$ cat config.mk
export PLATFORM = sky130hd
export DESIGN_NAME = and3_coinc_filt
export DESIGN_NICKNAME = d
export VERILOG_FILES = /design/src/rtl/and3_coinc_pkg.sv /design/src/rtl/and3_coinc_filt_sat_counter.sv /design/src/rtl/and3_coinc_filt.sv
export SDC_FILE = /design/constraint.sdc
export NUM_CORES = 1
export LEC_CHECK = 0
export CORE_ASPECT_RATIO = 1.75
export CORE_MARGIN = 5
export CORE_UTILIZATION = 40
export CTS_CLUSTER_DIAMETER = 30
export DETAILED_ROUTE_END_ITERATION = 8
export GPL_ROUTABILITY_DRIVEN = 0
export PLACE_DENSITY = 0.61
export SKIP_CTS_REPAIR_TIMING = 1
export SLEW_MARGIN = 5
export SYNTH_ARGS = -nofsm -noshare
export SYNTH_HDL_FRONTEND = slang
export SYNTH_SLANG_ARGS = --single-unit
$ cat constraint.sdc
create_clock -name CK -period 2.57 [get_ports CK]
set_input_delay 0.514 -clock CK [delete_from_list [all_inputs] [get_ports CK]]
set_output_delay 0.514 -clock CK [all_outputs]
set_load 0.01 [all_outputs]
$ cat src/rtl/and3_coinc_pkg.sv
// Shared encodings and widths for the AND3 coincidence filter.
package and3_coinc_pkg;

    // Width of the run counter behind the ARMING and RELEASING states.
    localparam int RUN_W = 8;

    // Bit 1 of the encoding equals the filtered output level.
    typedef enum logic [1:0] {
        IDLE      = 2'b00,
        ARMING    = 2'b01,
        ACTIVE    = 2'b11,
        RELEASING = 2'b10
    } state_t;

endpackage

$ cat src/rtl/and3_coinc_filt_sat_counter.sv
// Saturating event counter with a sticky overflow flag.
module sat_counter #(
    parameter int W = 8
) (
    input  logic         CK,
    input  logic         RSTN,
    input  logic         CLR,
    input  logic         INC,
    output logic [W-1:0] Q,
    output logic         OVF
);

    // Reset beats clear, clear beats increment; at all-ones the count holds and OVF latches.
    always_ff @(posedge CK) begin
        if (!RSTN) begin
            Q   <= '0;
            OVF <= 1'b0;
        end else if (CLR) begin
            Q   <= '0;
            OVF <= 1'b0;
        end else if (INC) begin
            if (&Q) begin
                OVF <= 1'b1;
            end else begin
                Q <= Q + W'(1);
            end
        end
    end

endmodule

$ cat src/rtl/and3_coinc_filt.sv
// Debounces the AND3 product A&B&C into a clean level Z, with a rise pulse
// and a saturating count of rises.
import and3_coinc_pkg::*;

module and3_coinc_filt #(
    parameter int ON_CNT  = 4,
    parameter int OFF_CNT = 2,
    parameter int CNT_W   = 8
) (
    input  logic             CK,
    input  logic             RSTN,
    input  logic             CE,
    input  logic             A,
    input  logic             B,
    input  logic             C,
    input  logic             CLR,
    output logic             Z,
    output logic             ZP,
    output logic [CNT_W-1:0] EVCNT,
    output logic             OVF
);

    localparam logic [RUN_W-1:0] ON_V  = RUN_W'(ON_CNT);
    localparam logic [RUN_W-1:0] OFF_V = RUN_W'(OFF_CNT);
    localparam logic [RUN_W-1:0] ONE_V = RUN_W'(1);

    state_t           state;
    logic [RUN_W-1:0] run;
    logic [RUN_W-1:0] run_inc;
    logic             x;
    logic             rise;

    assign x       = A & B & C;
    assign run_inc = run + ONE_V;

    // Rise: this enabled edge takes the FSM from IDLE/ARMING into ACTIVE.
    always_comb begin
        rise = 1'b0;
        if (CE && x) begin
            case (state)
                IDLE:    rise = (ON_V == ONE_V);
                ARMING:  rise = (run_inc == ON_V);
                default: rise = 1'b0;
            endcase
        end
    end

    // Filter FSM with run counter; Z and ZP are registered alongside the state.
    always_ff @(posedge CK) begin
        if (!RSTN) begin
            state <= IDLE;
            run   <= '0;
            Z     <= 1'b0;
            ZP    <= 1'b0;
        end else begin
            ZP <= rise;
            if (CE) begin
                case (state)
                    IDLE: begin
                        if (x) begin
                            if (ON_V == ONE_V) begin
                                state <= ACTIVE;
                                Z     <= 1'b1;
                            end else begin
                                state <= ARMING;
                                run   <= ONE_V;
                            end
                        end
                    end
                    ARMING: begin
                        if (!x) begin
                            state <= IDLE;
                            run   <= '0;
                        end else if (rise) begin
                            state <= ACTIVE;
                            Z     <= 1'b1;
                            run   <= '0;
                        end else begin
                            run <= run_inc;
                        end
                    end
                    ACTIVE: begin
                        if (!x) begin
                            if (OFF_V == ONE_V) begin
                                state <= IDLE;
                                Z     <= 1'b0;
                            end else begin
                                state <= RELEASING;
                                run   <= ONE_V;
                            end
                        end
                    end
                    RELEASING: begin
                        // A single hit cancels the release without a new rise.
                        if (x) begin
                            state <= ACTIVE;
                            run   <= '0;
                        end else if (run_inc == OFF_V) begin
                            state <= IDLE;
                            Z     <= 1'b0;
                            run   <= '0;
                        end else begin
                            run <= run_inc;
                        end
                    end
                    default: begin
                        state <= IDLE;
                        Z     <= 1'b0;
                        run   <= '0;
                    end
                endcase
            end
        end
    end

    sat_counter #(.W(CNT_W)) u_evcnt (
        .CK   (CK),
        .RSTN (RSTN),
        .CLR  (CLR),
        .INC  (rise),
        .Q    (EVCNT),
        .OVF  (OVF)
    );

endmodule

==> results by group, run 1 <==
Synth
  – Synth Net Count: between 150 and 200
  – Synth top area share: 30.97%
  – Predominant post-synthesis flop cell: dfxtp_1
  – Cells after Synth: about 170
  – Avg Inst Size Synth: 7.847 µm²
  – Seq/Total Area, Yosys: 30.97%
  – Commonest cells post-synth: dfxtp_1 (21), nand2_1 (19), a21oi_1 (13), nor2_1 (13), inv_1 (9)
  – Synth Cell Area: 0.001358 mm²
  – Synth area leader: dfxtp_1
  – EDFF count, synth: 0
  – Async S/R FF share, synth: 0%
  – Count leader, synth: dfxtp_1
  – Yosys reg bits: 21
  – YS warnings: 0
  – Synth area leaders: dfxtp_1 (31%), ha_1 (7.4%), nand2_1 (5.3%), a21oi_1 (4.8%), nor2_1 (3.6%)
  – Distinct cells, synth: between 40 and 50

Die
  – Die height: between 80 and 90 µm
  – Core region area: 0.003328 mm²
  – Die width: approximately 54 µm
  – I/O pin count: 18
  – Die ar.: between 0.004 and 0.005 mm²
  – # rows: 28
  – Initial Util: 40.79%

Placement
  – HPWL after DPL: roughly 2.7 mm
  – # port buffers: 17
  – Placed inst area: 0.001629 mm²
  – Placed cells: 238
  – DP Worst Slack: 0.01286 ns

GRT
  – Vias in the first global route: 1373
  – First-pass GRT wire length: 5.982 mm
  – Largest net degree at the start of global routing: 13
  – Initial antenna violation count: 0
  – GRT Util Overall: 16.48%
  – GR Overflow Total: 0

Timing
  – Slew HR: 65.76%
  – Fin Hold WS: 0.4752 ns
  – Clock Skew: 0.002773 ns
  – Final setup violation count: 0
  – Final slew viol count: 0
  – Setup tns final: 0 ns
  – RSZ-0062 raised after global routing: false
  – Worst-Margin Slew: 0.5064 ns
  – Tmin final: about 2.4 ns
  – Final Hold Viols: 0
  – Final setup margin: 0.1581 ns
  – Final worst-path cycle share: a little over nine tenths
  – Achievable Freq: ~410 MHz

Worst setup path
  – Critical path launch point type: register
  – Worst path cell trace: ha_1 -> and3_1 -> nor4_1 -> buf_4 -> o22ai_2 -> or4_4 -> or3_1 -> a21oi_1
  – Crit path max-delay cell type: or4_4
  – CP Buf/Inv Count: 1
  – Critical Path AT: 2.60 ns
  – Worst path required time: between 2 and 3 ns
  – CP top delay family: simple AND/OR/NAND/NOR gates
  – Crit path kind: reg2reg
  – CP peak stage delay: 0.54 ns
  – Element type at the critical path end: register
  – CP max FO: 6

Power
  – Combinational Power Share: 8.4%
  – Int Pwr: 457.6 µW
  – Clock group share of total power: 36.4%
  – Sw power: 138.7 µW
  – Worst VDD drop: about 0.27 mV
  – PwrDens: 355.1 mW/mm²
  – Seq pwr share: 55.1%
  – Switching Fraction: 23.26%
  – Pleak: around 0.00064 µW

Clock tree
  – Clock transition time at the flip-flop clock pins of the worst setup and hold paths: approximately 0.08 ns
  – CTS max path bufs: 2
  – H-tree depth: 1
  – Root buffer cell: clkbuf_8
  – CTS tree: yes
  – Worst-Skew Late Latency: around 0.26 ns
  – Clk sinks: 21
  – Cts bufs inserted: 3

Min path
  – Worst min path class: reg2reg

Routing
  – Via density: 5.760
  – Via count: 1394
  – Routed wire per std cell: 14.12 µm
  – Pre-Repair DR Iteration Count: 4
  – Initial DRC count: 28
  – Total Routed Length: 3.416 mm
  – DRC Markers: 0
  – Remaining antenna violation count: 0

Final layout
  – Filler instances: 329
  – Final Non-Filler Cells: 242
  – Design area: 0.001679 mm²
  – Multi-input logic area: 854.6 µm²
  – # nets final: 213
  – # diodes: 0
  – Synthesis-to-layout area growth: 23.69%
  – FF+latch area: 420.4 µm²
  – Layout cells sized above 1: 11.17%

Job
  – Max Cap Viol: 0

Status
  – Status: complete, no violations
[layout make-up]
class                      instances  share of cell area [%]
tap                               45                   3.353
clock buffer                       3                   2.459
inverter                           9                   2.012
sequential                        21                   25.04
clock inverter                     1                  0.2981
multi-input combinational        133                   50.89
timing repair buffer              30                   15.95
[flip-flops by register name, summed over array words and instances (netlist names)]
register     count
u_evcnt.Q        8
u_evcnt.OVF      1
Z                1
run              8
ZP               1
state            2
[routing by layer]
metal	wire [µm]	vias to the layer above	share of wire (%)	track usage [%]
li1	-	683	-	-
met1	1409	670	41	18.89
met2	1814	31	53	28.70
met3	96	10	2.8	2.744
met4	95	0	2.8	7.256
met5	0	-	0	0
[power groups by stage]
stage	clock [µW]	combinational, µW	sequential, µW
finish	217	50.2	329
global route	247	57.1	329
CTS	226	50.3	329
detailed placement	0	50.2	337
global placement	0	48.6	336
floorplan	0	26.6	337
[cell families (layout without fill, tap and decap cells)]
family | after synthesis | in the layout | share of synthesized area [%]
buffers and inverters | 19 | 43 | 6.359
XOR/XNOR | 3 | 3 | 1.936
multiplexers | 2 | 2 | 1.475
AO/OA/AOI/OAI | 44 | 44 | 22.21
adder cells (fa/ha/maj) | 8 | 8 | 7.374
AND/OR/NAND/NOR | 76 | 76 | 29.68
flip-flops | 21 | 21 | 30.97
[worst reg2reg max path: stages, from the launching register on]
cell     delay [ns]
dfxtp_1        0.32
ha_1           0.27
and3_1         0.22
nor4_1         0.21
buf_4          0.18
o22ai_2        0.09
or4_4          0.55
or3_1          0.36
a21oi_1        0.15
[final timing paths]
check | startpoint | end | slack [ns] | cells after the start
worst max-delay path | run[0] | u_evcnt.Q[5] | 0.16 | 8
worst min-delay path | u_evcnt.OVF | u_evcnt.OVF | 0.48 | 1
worst max register to register | run[0] | u_evcnt.Q[5] | 0.16 | 8
worst min register to register | u_evcnt.OVF | u_evcnt.OVF | 0.48 | 1
[cell usage in the layout (no fill, tap or decap), types with 2 or more instances in the layout]
cell,n
a21o_1,2
a21oi_1,13
a22o_1,3
and2_1,2
and3_1,5
buf_4,13
clkbuf_8,3
clkdlybuf4s50_1,17
dfxtp_1,21
ha_1,8
inv_1,9
mux2i_1,2
nand2_1,19
nand3_1,8
nand4_1,5
nor2_1,13
nor3_1,3
nor4_1,5
o21a_1,4
o21ai_0,6
o21ai_1,3
o22ai_1,2
o311ai_1,2
o41ai_1,2
or3_1,6
xnor2_1,2
[metrics by stage]
step | util, % | total power [µW]
2_1_floorplan | - | 363.2
3_3_place_gp | 48.95 | 384.8
3_5_place_dp | 48.95 | 386.7
4_1_cts | 50.34 | 604.8
5_1_grt | 50.45 | 633.3
6_report | 50.45 | 596.3
Power figures use the tool's default switching activity.
==> run 2: changes to the inputs <==
- HOLD_SLACK_MARGIN: not set -> 0.1
==> results of run 2 <==
No change in the layout: final DEF, timing and power equal those of run 1.
==> run 3: changes to the inputs <==
- REMOVE_ABC_BUFFERS: not set -> 1
- SLEW_MARGIN: 5 -> 20
==> results by group, run 3 (synthesized netlist as in run 1, its figures left out) <==
Routing
  – Via density: 5.747 (-0.23%)
  – Pre-Repair DR Iteration Count: 4 (unchanged)
  – Total Routed Length: 3.547 mm (+3.8%)
  – Remaining antenna violation count: 0 (unchanged)
  – Initial DRC count: 35 (+25%)
  – Routed wire per std cell: 14.72 µm (+4.3%)
  – DRC Markers: 0 (unchanged)
  – Via count: 1385 (-0.65%)

Worst setup path
  – Element type at the critical path end: register
  – Critical Path AT: 2.64 ns (+0.04 ns)
  – CP max FO: 10 (+4)
  – Critical path launch point type: register
  – Critical R2R Launch: run[3]
  – R2R depth: 7 (-1)
  – Worst path required time: 2.77 ns (about the same)
  – R2R setup slack: 0.13 ns (-0.02 ns)
  – Crit path kind: reg2reg
  – Critical R2R Capture: u_evcnt.Q[6]

Final layout
  – Commonest non-fill, non-tap cells in the layout: dfxtp_1 (21), nand2_1 (19), clkdlybuf4s50_1 (17)
  – Layout cells sized above 1: 10.71% (-0.45 points)
  – Filler instances: 357 (+8.5%)
  – Final Non-Filler Cells: 241 (-0.41%)
  – # diodes: 0 (unchanged)
  – Commonest non-fill, non-tap cell in the layout: dfxtp_1
  – # nets final: 212 (-0.47%)
  – Design area: 0.001673 mm² (-0.37%)
  – Synthesis-to-layout area growth: 23.23%
  – Top Registers: run: 8 flops, u_evcnt.Q: 8 flops, state: 2 flops

Timing
  – Final setup violation count: 0 (unchanged)
  – Tmin final: 2.436 ns (+0.02432 ns)
  – Slew HR: 65.89% (+0.13 points)
  – Final worst-path cycle share: 94.79% (+0.95 points)
  – RSZ-0062 raised after global routing: false
  – Clock Skew: 0.004557 ns (+0.001785 ns)
  – Worst-Margin Slew: 0.5036 ns (-0.002769 ns)
  – Final slew viol count: 0 (unchanged)
  – Setup tns final: 0 ns (unchanged)
  – Achievable Freq: 410.5 MHz (-1.0%)
  – Fin Hold WS: 0.4826 ns (+0.007391 ns)
  – Final Hold Viols: 0 (unchanged)

GRT
  – GRT met2 Usage: 31.35% (+2.6 points)
  – GRT Util Overall: 17.16% (+0.68 points)
  – Largest net degree at the start of global routing: 12 (-1)
  – First-pass GRT wire length: 6.141 mm (+2.7%)
  – GRT busiest layer: met2
  – GR Overflow Total: 0 (unchanged)
  – Initial antenna violation count: 0 (unchanged)
  – Vias in the first global route: 1433 (+4.4%)
  – Met1 usage: 18.70% (-0.19 points)
  – Met3 GRT Util: 2.401% (-0.34 points)

Power
  – Worst VDD drop: 0.2491 mV (-9.4%)
  – PwrDens: 361.8 mW/mm² (+1.9%)
  – Pleak: 0.0006314 µW (-1.8%)

Status
  – Status: complete, no violations

Clock tree
  – CTS max path bufs: 2 (unchanged)
  – Clock transition time at the flip-flop clock pins of the worst setup and hold paths: 0.08 ns (about the same)
  – CTS tree: yes
  – H-tree depth: 1 (unchanged)
  – Clk sinks: 21 (unchanged)
  – Worst-Skew Late Latency: 0.27 ns (about the same)
  – Cts bufs inserted: 3 (unchanged)
  – Root buffer cell: clkbuf_8

Job
  – Max Cap Viol: 0 (unchanged)

Die
  – Die ar.: 0.004705 mm² (unchanged)
  – I/O pin count: 18 (unchanged)
  – Initial Util: 40.79% (unchanged)
  – Die height: 87.07 µm (unchanged)
  – # rows: 28 (unchanged)
  – Die width: 54.04 µm (unchanged)
  – Core region area: 0.003328 mm² (unchanged)

Min path
  – Hold Crit Start: u_evcnt.OVF
  – Worst min path class: reg2reg
  – Hold path endpoint: u_evcnt.OVF
  – WHS Path Cells: 1 (unchanged)

Placement
  – Placed inst area: 0.001622 mm² (-0.46%)
  – HPWL after DPL: 2.796 mm (+3.3%)
  – # port buffers: 17 (unchanged)
  – Placed cells: 237 (-0.42%)
==> run 3: cell count changes in the layout (fill, tap and decap cells not counted), sizes merged <==
cell | before | now
buf | 13 | 12
clkbuf | 3 | 4
clkinv | 1 | 0
==> run 3: power breakdown <==
| part | switching (µW) | internal (µW) | leakage, µW |
|---|---|---|---|
| sequential | 1.92 | 327 | 0.000169 |
| clock | 117 | 111 | 0.0000228 |
| combinational | 27.3 | 21.6 | 0.000439 |
| total | 146 | 459 | 0.000631 |
==> run 3: layout make-up <==
class	count	area [µm²]	share of cell area, %
inverters	9	33.78	2.019
clock buffers	4	45.04	2.693
well taps	45	56.30	3.366
flip-flops and latches	21	420.4	25.13
repair buffers	29	260.3	15.56
multi-input cells	133	857.1	51.23
==> run 3: worst max path at each step <==
| stage | from | endpoint | slack (ns) | cells past startpoint |
|---|---|---|---|---|
| final | run[3] | u_evcnt.Q[6] | 0.13 | 7 |
| after global routing | run[3] | u_evcnt.Q[6] | 0.004 | 7 |
| after CTS | run[0] | u_evcnt.Q[7] | 0.12 | 8 |
| after detailed placement | A | u_evcnt.Q[7] | 0.04 | 6 |
| after global placement | A | u_evcnt.Q[5] | 0.07 | 6 |
| after floorplan | run[0] | u_evcnt.Q[7] | 0.13 | 7 |
==> run 3: critical path, stage by stage, from the launching register on <==
cell,delay [ns]
dfxtp_1,0.52
nand2_1,0.16
o41ai_2,0.43
o22ai_2,0.15
buf_4,0.17
or3_1,0.37
or4_1,0.42
a21oi_1,0.14
==> run 3: per-stage QoR <==
step | power [µW] | utilization [%] | setup WS (ns)
floorplan | 361.9 | - | 0.1293
global placement | 384.8 | 48.72 | 0.07332
detailed placement | 385.8 | 48.72 | 0.03799
CTS | 612.0 | 50.08 | 0.1167
global route | 635.1 | 50.26 | 0.003581
finish | 605.3 | 50.26 | 0.1338
==> run 3: routing by layer <==
metal	share of wire, %	vias up	routed length (µm)
li1	-	683	-
met1	39	654	1381
met2	56	39	1999
met3	2.8	9	101
met4	1.8	0	64
met5	0	-	0
